<file path="src/rtl/wishbone_package.sv">
// Shared widths, FSM state encoding and request/response payloads for the
// Wishbone master transactor.
package wishbone_package;

    localparam int unsigned REQ_ADDR_WIDTH = 32;
    localparam int unsigned WB_ADDR_WIDTH  = 10;
    localparam int unsigned WB_DATA_WIDTH  = 32;
    localparam int unsigned WB_SEL_WIDTH   = 4;
    localparam int unsigned TMO_CNT_WIDTH  = 16;

    typedef enum logic [1:0] {
        ST_IDLE = 2'd0,
        ST_BUS  = 2'd1,
        ST_RSP  = 2'd2
    } xact_state_e;

    // Registered request as presented on the bus (word address)
    typedef struct packed {
        logic [WB_ADDR_WIDTH-1:0] adr;
        logic                     we;
        logic [WB_SEL_WIDTH-1:0]  sel;
        logic [WB_DATA_WIDTH-1:0] dat;
    } wb_req_t;

    typedef struct packed {
        logic [WB_DATA_WIDTH-1:0] dat;
        logic                     err;
        logic                     tmo;
    } wb_rsp_t;

endpackage

</file>
<file path="src/rtl/wb_xact_tmo_cnt.sv">
// Bus-cycle watchdog: counts enabled cycles since clear and flags the cycle
// in which the limit-th sample without termination is taken.
module wb_xact_tmo_cnt
    import wishbone_package::*;
(
    input  logic                     clk_i,
    input  logic                     rst_i,
    input  logic                     clear_i,
    input  logic                     enable_i,
    input  logic [TMO_CNT_WIDTH-1:0] limit_i,
    output logic                     expired_o
);

    logic [TMO_CNT_WIDTH-1:0] cnt_q, cnt_d;
    logic                     last_q, last_d;

    // last_q is precomputed so the expiry flag comes straight from a flop
    always_comb begin
        cnt_d  = cnt_q;
        last_d = last_q;
        if (clear_i) begin
            cnt_d  = '0;
            last_d = (limit_i == TMO_CNT_WIDTH'(1));
        end else if (enable_i) begin
            cnt_d  = TMO_CNT_WIDTH'(cnt_q + TMO_CNT_WIDTH'(1));
            last_d = (cnt_d == TMO_CNT_WIDTH'(limit_i - TMO_CNT_WIDTH'(1)));
        end
    end

    always_ff @(posedge clk_i) begin
        if (rst_i) begin
            cnt_q  <= '0;
            last_q <= 1'b0;
        end else begin
            cnt_q  <= cnt_d;
            last_q <= last_d;
        end
    end

    assign expired_o = last_q;

endmodule

</file>
<file path="src/rtl/wb_master_xactor.sv">
// Single-outstanding Wishbone classic master driven by a valid/ready request
// port; optional bus-cycle timeout enabled by WB_XACT_TIMEOUT_EN.
module wb_master_xactor
    import wishbone_package::*;
#(
    parameter int unsigned TMO_CYCLES = 256
) (
    input  logic                      wb_clk_i,
    input  logic                      wb_rst_i,
    input  logic                      req_valid,
    output logic                      req_ready,
    input  logic [REQ_ADDR_WIDTH-1:0] req_adr,
    input  logic                      req_we,
    input  logic [WB_SEL_WIDTH-1:0]   req_sel,
    input  logic [WB_DATA_WIDTH-1:0]  req_dat,
    output logic                      rsp_valid,
    input  logic                      rsp_ready,
    output logic [WB_DATA_WIDTH-1:0]  rsp_dat,
    output logic                      rsp_err,
    output logic                      rsp_tmo,
    output logic [WB_ADDR_WIDTH-1:0]  wb_adr_o,
    output logic [WB_DATA_WIDTH-1:0]  wb_dat_o,
    output logic [WB_SEL_WIDTH-1:0]   wb_sel_o,
    output logic                      wb_we_o,
    output logic                      wb_cyc_o,
    output logic                      wb_stb_o,
    input  logic [WB_DATA_WIDTH-1:0]  wb_dat_i,
    input  logic                      wb_ack_i,
    input  logic                      wb_err_i
);

    if (TMO_CYCLES < 1 || TMO_CYCLES > 65535) begin : g_bad_tmo
        $error("wb_master_xactor: TMO_CYCLES must be 1..65535");
    end

    xact_state_e state_q, state_d;
    wb_req_t     req_q, req_d;
    wb_rsp_t     rsp_q, rsp_d;
    logic        we_q, we_d;
    logic        cyc_q, cyc_d;
    logic        ready_q, ready_d;
    logic        rsp_valid_q, rsp_valid_d;
    logic        tmo_hit_c;
    logic        unused_adr_c;

    // Only the word offset within a 4 KiB window reaches the bus
    assign unused_adr_c = ^{req_adr[REQ_ADDR_WIDTH-1:WB_ADDR_WIDTH+2], req_adr[1:0]};

`ifdef WB_XACT_TIMEOUT_EN
    logic tmo_clear_c;
    logic tmo_en_c;

    assign tmo_clear_c = (state_q == ST_IDLE) && req_valid;
    assign tmo_en_c    = (state_q == ST_BUS) && !wb_ack_i && !wb_err_i;

    wb_xact_tmo_cnt u_tmo_cnt (
        .clk_i     (wb_clk_i),
        .rst_i     (wb_rst_i),
        .clear_i   (tmo_clear_c),
        .enable_i  (tmo_en_c),
        .limit_i   (TMO_CNT_WIDTH'(TMO_CYCLES)),
        .expired_o (tmo_hit_c)
    );
`else
    assign tmo_hit_c = 1'b0;
`endif

    always_comb begin
        state_d = state_q;
        req_d   = req_q;
        rsp_d   = rsp_q;
        we_d    = we_q;
        unique case (state_q)
            ST_IDLE: begin
                if (req_valid) begin
                    req_d.adr = req_adr[WB_ADDR_WIDTH+1:2];
                    req_d.we  = req_we;
                    req_d.sel = req_sel;
                    req_d.dat = req_dat;
                    we_d      = req_we;
                    state_d   = ST_BUS;
                end
            end
            ST_BUS: begin
                // err beats ack; either beats a timeout in the same cycle
                if (wb_err_i) begin
                    rsp_d   = '{dat: '0, err: 1'b1, tmo: 1'b0};
                    state_d = ST_RSP;
                end else if (wb_ack_i) begin
                    rsp_d   = '{dat: (req_q.we ? '0 : wb_dat_i), err: 1'b0, tmo: 1'b0};
                    state_d = ST_RSP;
                end else if (tmo_hit_c) begin
                    rsp_d   = '{dat: '0, err: 1'b0, tmo: 1'b1};
                    state_d = ST_RSP;
                end
                if (state_d == ST_RSP) begin
                    we_d = 1'b0;
                end
            end
            ST_RSP: begin
                if (rsp_ready) begin
                    state_d = ST_IDLE;
                end
            end
            default: state_d = ST_IDLE;
        endcase
        cyc_d       = (state_d == ST_BUS);
        ready_d     = (state_d == ST_IDLE);
        rsp_valid_d = (state_d == ST_RSP);
    end

    always_ff @(posedge wb_clk_i) begin
        if (wb_rst_i) begin
            state_q     <= ST_IDLE;
            req_q       <= '0;
            rsp_q       <= '0;
            we_q        <= 1'b0;
            cyc_q       <= 1'b0;
            ready_q     <= 1'b1;
            rsp_valid_q <= 1'b0;
        end else begin
            state_q     <= state_d;
            req_q       <= req_d;
            rsp_q       <= rsp_d;
            we_q        <= we_d;
            cyc_q       <= cyc_d;
            ready_q     <= ready_d;
            rsp_valid_q <= rsp_valid_d;
        end
    end

    assign req_ready = ready_q;
    assign rsp_valid = rsp_valid_q;
    assign rsp_dat   = rsp_q.dat;
    assign rsp_err   = rsp_q.err;
    assign rsp_tmo   = rsp_q.tmo;
    assign wb_adr_o  = req_q.adr;
    assign wb_dat_o  = req_q.dat;
    assign wb_sel_o  = req_q.sel;
    assign wb_we_o   = we_q;
    assign wb_cyc_o  = cyc_q;
    assign wb_stb_o  = cyc_q;

endmodule

</file>
<file path="config.mk">
export PLATFORM = sky130hd
export DESIGN_NAME = wb_master_xactor
export DESIGN_NICKNAME = d
export VERILOG_FILES = /design/src/rtl/wishbone_package.sv /design/src/rtl/wb_xact_tmo_cnt.sv /design/src/rtl/wb_master_xactor.sv
export SDC_FILE = /design/constraint.sdc
export NUM_CORES = 1
export LEC_CHECK = 0
export BUFFER_PORTS_ARGS = -buffer_cell sky130_fd_sc_hd__buf_2
export CAP_MARGIN = 10
export CORE_ASPECT_RATIO = 2
export CORE_MARGIN = 1
export CORE_UTILIZATION = 45
export CTS_CLUSTER_DIAMETER = 120
export DETAILED_ROUTE_END_ITERATION = 12
export PLACE_DENSITY_LB_ADDON = 0.25
export REMOVE_ABC_BUFFERS = 1
export SETUP_SLACK_MARGIN = 0.4
export SYNTH_ARGS = -nofsm -noshare
export SYNTH_HDL_FRONTEND = slang
export SYNTH_SLANG_ARGS = --single-unit
</file>
<file path="constraint.sdc">
create_clock -name wb_clk_i -period 1.5 [get_ports wb_clk_i]
set_input_delay 0.075 -clock wb_clk_i [delete_from_list [all_inputs] [get_ports wb_clk_i]]
set_output_delay 0.075 -clock wb_clk_i [all_outputs]
set_load 0.05 [all_outputs]
</file>
# Yosys cells after proc, flatten, opt, wreduce, memory -nomap -nowiden
# Cells that the tools add are included.
# totals
ff_bits,87
input_bits,107
out_inout_bits,85
word_cells,38
# classes
n_eq_ne,7
muxes,12
n_reduce_logical,7
# op_table
cell,count
$mux 34,2
$mux 32,1
$mux 2,5
$eq 2x2->1 const B,3
$pmux 2 s3,1
$eq 2x1->1 const B,2
$logic_not 2->1,2
$ne 2x2->1 const B,2
$reduce_and 2->1,2
$reduce_bool 2->1,2
$reduce_and 3->1,1
$mux 1,2
$pmux 1 s2,1

# Longest topological paths before layout
# depth
depth_word,6
mapped_depth,6
mapped_depth_nobuf,3

# Worst setup path after synthesis
# No wires, ideal clock.
# synth_timing
path_type,register to register
startpoint,register state_q[1]
endpoint,"register req_q, in the netlist wb_adr_o[6]"
setup_time_ps,132
t_arrival_ps,1173
t_required_ps,1368
setup_slack_ps,194
stages_incl_launch_ff,7
n_path_buf,3
synth_period_minus_slack_ps,1306
cell_sequence,dfxtp_1 -> buf_6 -> or3b_4 -> buf_6 -> buf_6 -> nand2_1 -> a21oi_1
# synth_via
elab_chain_len,2
# synth_rtl
item,line_no,rtl
start: declaration,wb_master_xactor.sv:36,"xact_state_e state_q, state_d;"
start signal: assignment,wb_master_xactor.sv:122,state_q <= state_d;
$logic_not 2->1,wb_master_xactor.sv:73,unique case (state_q)
$reduce_and 2->1 (no line),-,
end signal: assignment,wb_master_xactor.sv:123,req_q <= req_d;
end: declaration,wb_master_xactor.sv:37,"wb_req_t req_q, req_d;"
# Every way passes these cells.
# A chain may end at the register's enable or synchronous reset.

# Final worst setup path
# layout_timing
startpoint,register state_q[0]
endpoint,"register req_q, in the netlist wb_dat_o[4]"
# The elaborated chain is that of the path after synthesis.

==> flow_summary.toml <==
[outcome]
status = "finished with violations"
violations = "hold timing"

[finish]
nFillCells = 569
post-route-util_pct = 71.3
drive_gt1_share_pct = 39.6
synthToLayoutAreaGrowth_pct = 53.2
design_area_um2 = 5420
final_nets = 716

[setup_path]
reg2reg_slack_ps = 260
start_kind = "register"
worstPathArrival_ps = 1450
cp-startpoint = "state_q[0]"
cp_slowest_cell = "or3b_4"
cp.required_ps = 1710
reg2reg_from = "state_q[0]"
reg2reg_depth = 4
crit_family = "simple AND/OR/NAND/NOR gates"
r2r_end = "wb_dat_o[4]"
critPathBufInv = 1
end_kind = "register"
path_cells = "or3b_4 > buf_12 > nand2_1 > a21oi_2"
crit_fanout = 18
cpPeakStageDelay_ps = 420
path_class = "reg2reg"

[routing]
routedWlPerCell_um = 15.5
ant_nets = 0
drc_errors = 0
drt_first_pass_iters = 5
drt-initial-drc-count = 334
vias = 3703
drt-total-wl_mm = 11.0
vias_per_cell = 5.22

[place]
hpwl_mm = 5.78
placed_area_um2 = 4100
gp_congestion = 0.712
place_ws_ps = 232
portBuffers = 168

[timing]
timing.final.crit_share_pct = 82.7
post-route-min-period_ps = 1240
finalSetupTns_ps = 0
hold_ws_ps = -7.73
relSlewSlack_pct = 55.7
finalClockSkew_ps = 5.15
layout_setup_ws_ps = 260
report.final.slew_viol_count = 0
max_freq_mhz = 806
finalSetupViolations = 0
rsz0062_at_grt = "true"
hold_viol = 1
worst_slew_pin_slew_ps = 664

[floorplan]
start_util_pct = 46.6
rows = 45
io_pins = 192
fp.dieW_um = 64.7
die_h_um = 127
fp.coreArea_um2 = 7600
dieArea_um2 = 8250

[grt]
grt_max_degree = 34
track_usage_pct = 26.6
grt_pass1_vias = 3584
grt_pass1_wl_mm = 17.0
antenna_found_initial = 0
grt-ovfl-total = 0

[yosys]
synthArstFlopShare_pct = 0
synth-main-ff-cell = "dfxtp_1"
synth_top_area_share_pct = 48.6
synth_top_cells_by_count = "nand2_1 (95), dfxtp_1 (86), a21oi_1 (81)"
syn_avg_cell_area_um2 = 8.16
synth_area_um2 = 3540
yosys_warnings = 0
synth_edf_count = 0
netlist_instances = 434
synth_area_leaders = "dfxtp_1 (49%), a21oi_1 (11%), buf_4 (11%)"
synth-seq-cells = 86
yosys.cell_count.top_type = "nand2_1"
synth_cell_type_count = 22
synth_top_area_cell = "dfxtp_1"
synth-seq-area-share_pct = 48.6

[hold_path]
hold_class = "in2reg"
hp-start = "req_valid"
hold_depth = 2
min_to = "req_ready"

[cts]
ctsHtreeMaxLevel = 3
clk_latency_ps = 330
cts_root_buf = "clkbuf_16"
cts_tree = "built"
cts_made_buffers = 9
path_clk_slew_ps = 60
cts_buffer_depth = 2
clock-sinks = 86

[pwr]
irDropWorstVdd_v = 0.000907
p_comb_share_pct = 22.5
p_seq_share_pct = 39.1
swShare_pct = 28.7
clockPowerShare_pct = 38.4
p_leak_uw = 0.00243
switchingPower_uw = 1810
p_int_uw = 4490
power.density_nw_per_um2 = 1160

[flow_run]
cap_violations = 0
==> worst max path at each step <==
stage / endpoint / cells past startpoint
2_1_floorplan: wb_we_o / 3
3_3_place_gp: state_q[1] / 4
3_5_place_dp: wb_dat_o[2] / 4
4_1_cts: wb_adr_o[5] / 4
5_1_grt: wb_dat_o[4] / 6
6_report: wb_dat_o[4] / 4
==> metrics by stage <==
stage,std cells,power [µW]
3_5_place_dp,623,3560
2_1_floorplan,347,3160
3_3_place_gp,623,3550
5_1_grt,708,6520
4_1_cts,706,6270
6_report,709,6300
==> routing by layer <==
layer	vias up	global-route usage, %	wire (µm)
met2	188	50.6	6150
li1	1778	-	-
met1	1721	26.8	4020
met5	-	0	0
met3	16	5.00	636
met4	0	11.9	190
==> flip-flops by register name (all words and copies together), names as in the netlist <==
signal and count:
req_q 1, wb_we_o 1, rsp_dat 32, wb_dat_o 32, rsp_err 1, wb_cyc_o 1
state_q 2, req_ready 1, wb_sel_o 4, wb_adr_o 10, rsp_valid 1
==> layout make-up <==
type                            instances  area (µm²)  share of cell area (%)
Antenna cell                            1        2.50                  0.0461
Timing Repair Buffer                  251        1880                    34.7
Multi-Input combinational cell        259        1350                    24.9
Sequential cell                        86        1730                    31.8
Clock inverter                          5        81.3                    1.50
Tap cell                               94         118                    2.17
Inverter                                2        7.51                   0.138
Clock buffer                           11         253                    4.66
==> cell families (layout without fill, tap and decap cells) <==
group                  after synthesis  after routing  synth area share, %
muxes                                1              1                0.283
AOI/OAI and AO/OA                  118            118                 16.9
and+or+nand+nor                    139            139                 17.7
other                                1              2                0.106
buffers and inverters               89            269                 16.3
DFF                                 86             86                 48.6
==> layout by cell type, fill, tap and decap left out, drive strengths merged <==
master,Yosys,layout
buf,66,196
nand2,95,95
dfxtp,86,86
a21oi,81,81
dlygate4sd3,0,54
o21ai,34,34
nand4,32,32
clkbuf,21,12
nor2,5,5
nor3,2,2
inv,2,2
bufinv,0,2
clkinv,0,2
diode,0,1
nor3b,1,1
or3b,1,1
nand2b,1,1
or2,1,1
nor2b,1,1
mux2i,1,1
a22oi,1,1
o211ai,1,1
o311ai,1,1
conb,1,1
clkinvlp,0,1
==> power groups by stage <==
stage               Clock, µW  Sequential [µW]  Combinational, µW
detailed placement          0             2510               1060
global placement            0             2500               1050
CTS                      2470             2460               1350
finish                   2420             2460               1420
global route             2550             2480               1490
floorplan                   0             2910                250
==> what timing repair did <==
item | CTS | global route
hold buffers | 54 | 0
gates cloned | 8 | 1
pin swaps | 53 | 9
gates resized for setup | 32 | 29
hold endpoints to repair | 55 | 0
setup buffers | 5 | 1
setup endpoints to repair | 83 | 84
Note: power is estimated with default switching activity, not from simulation.
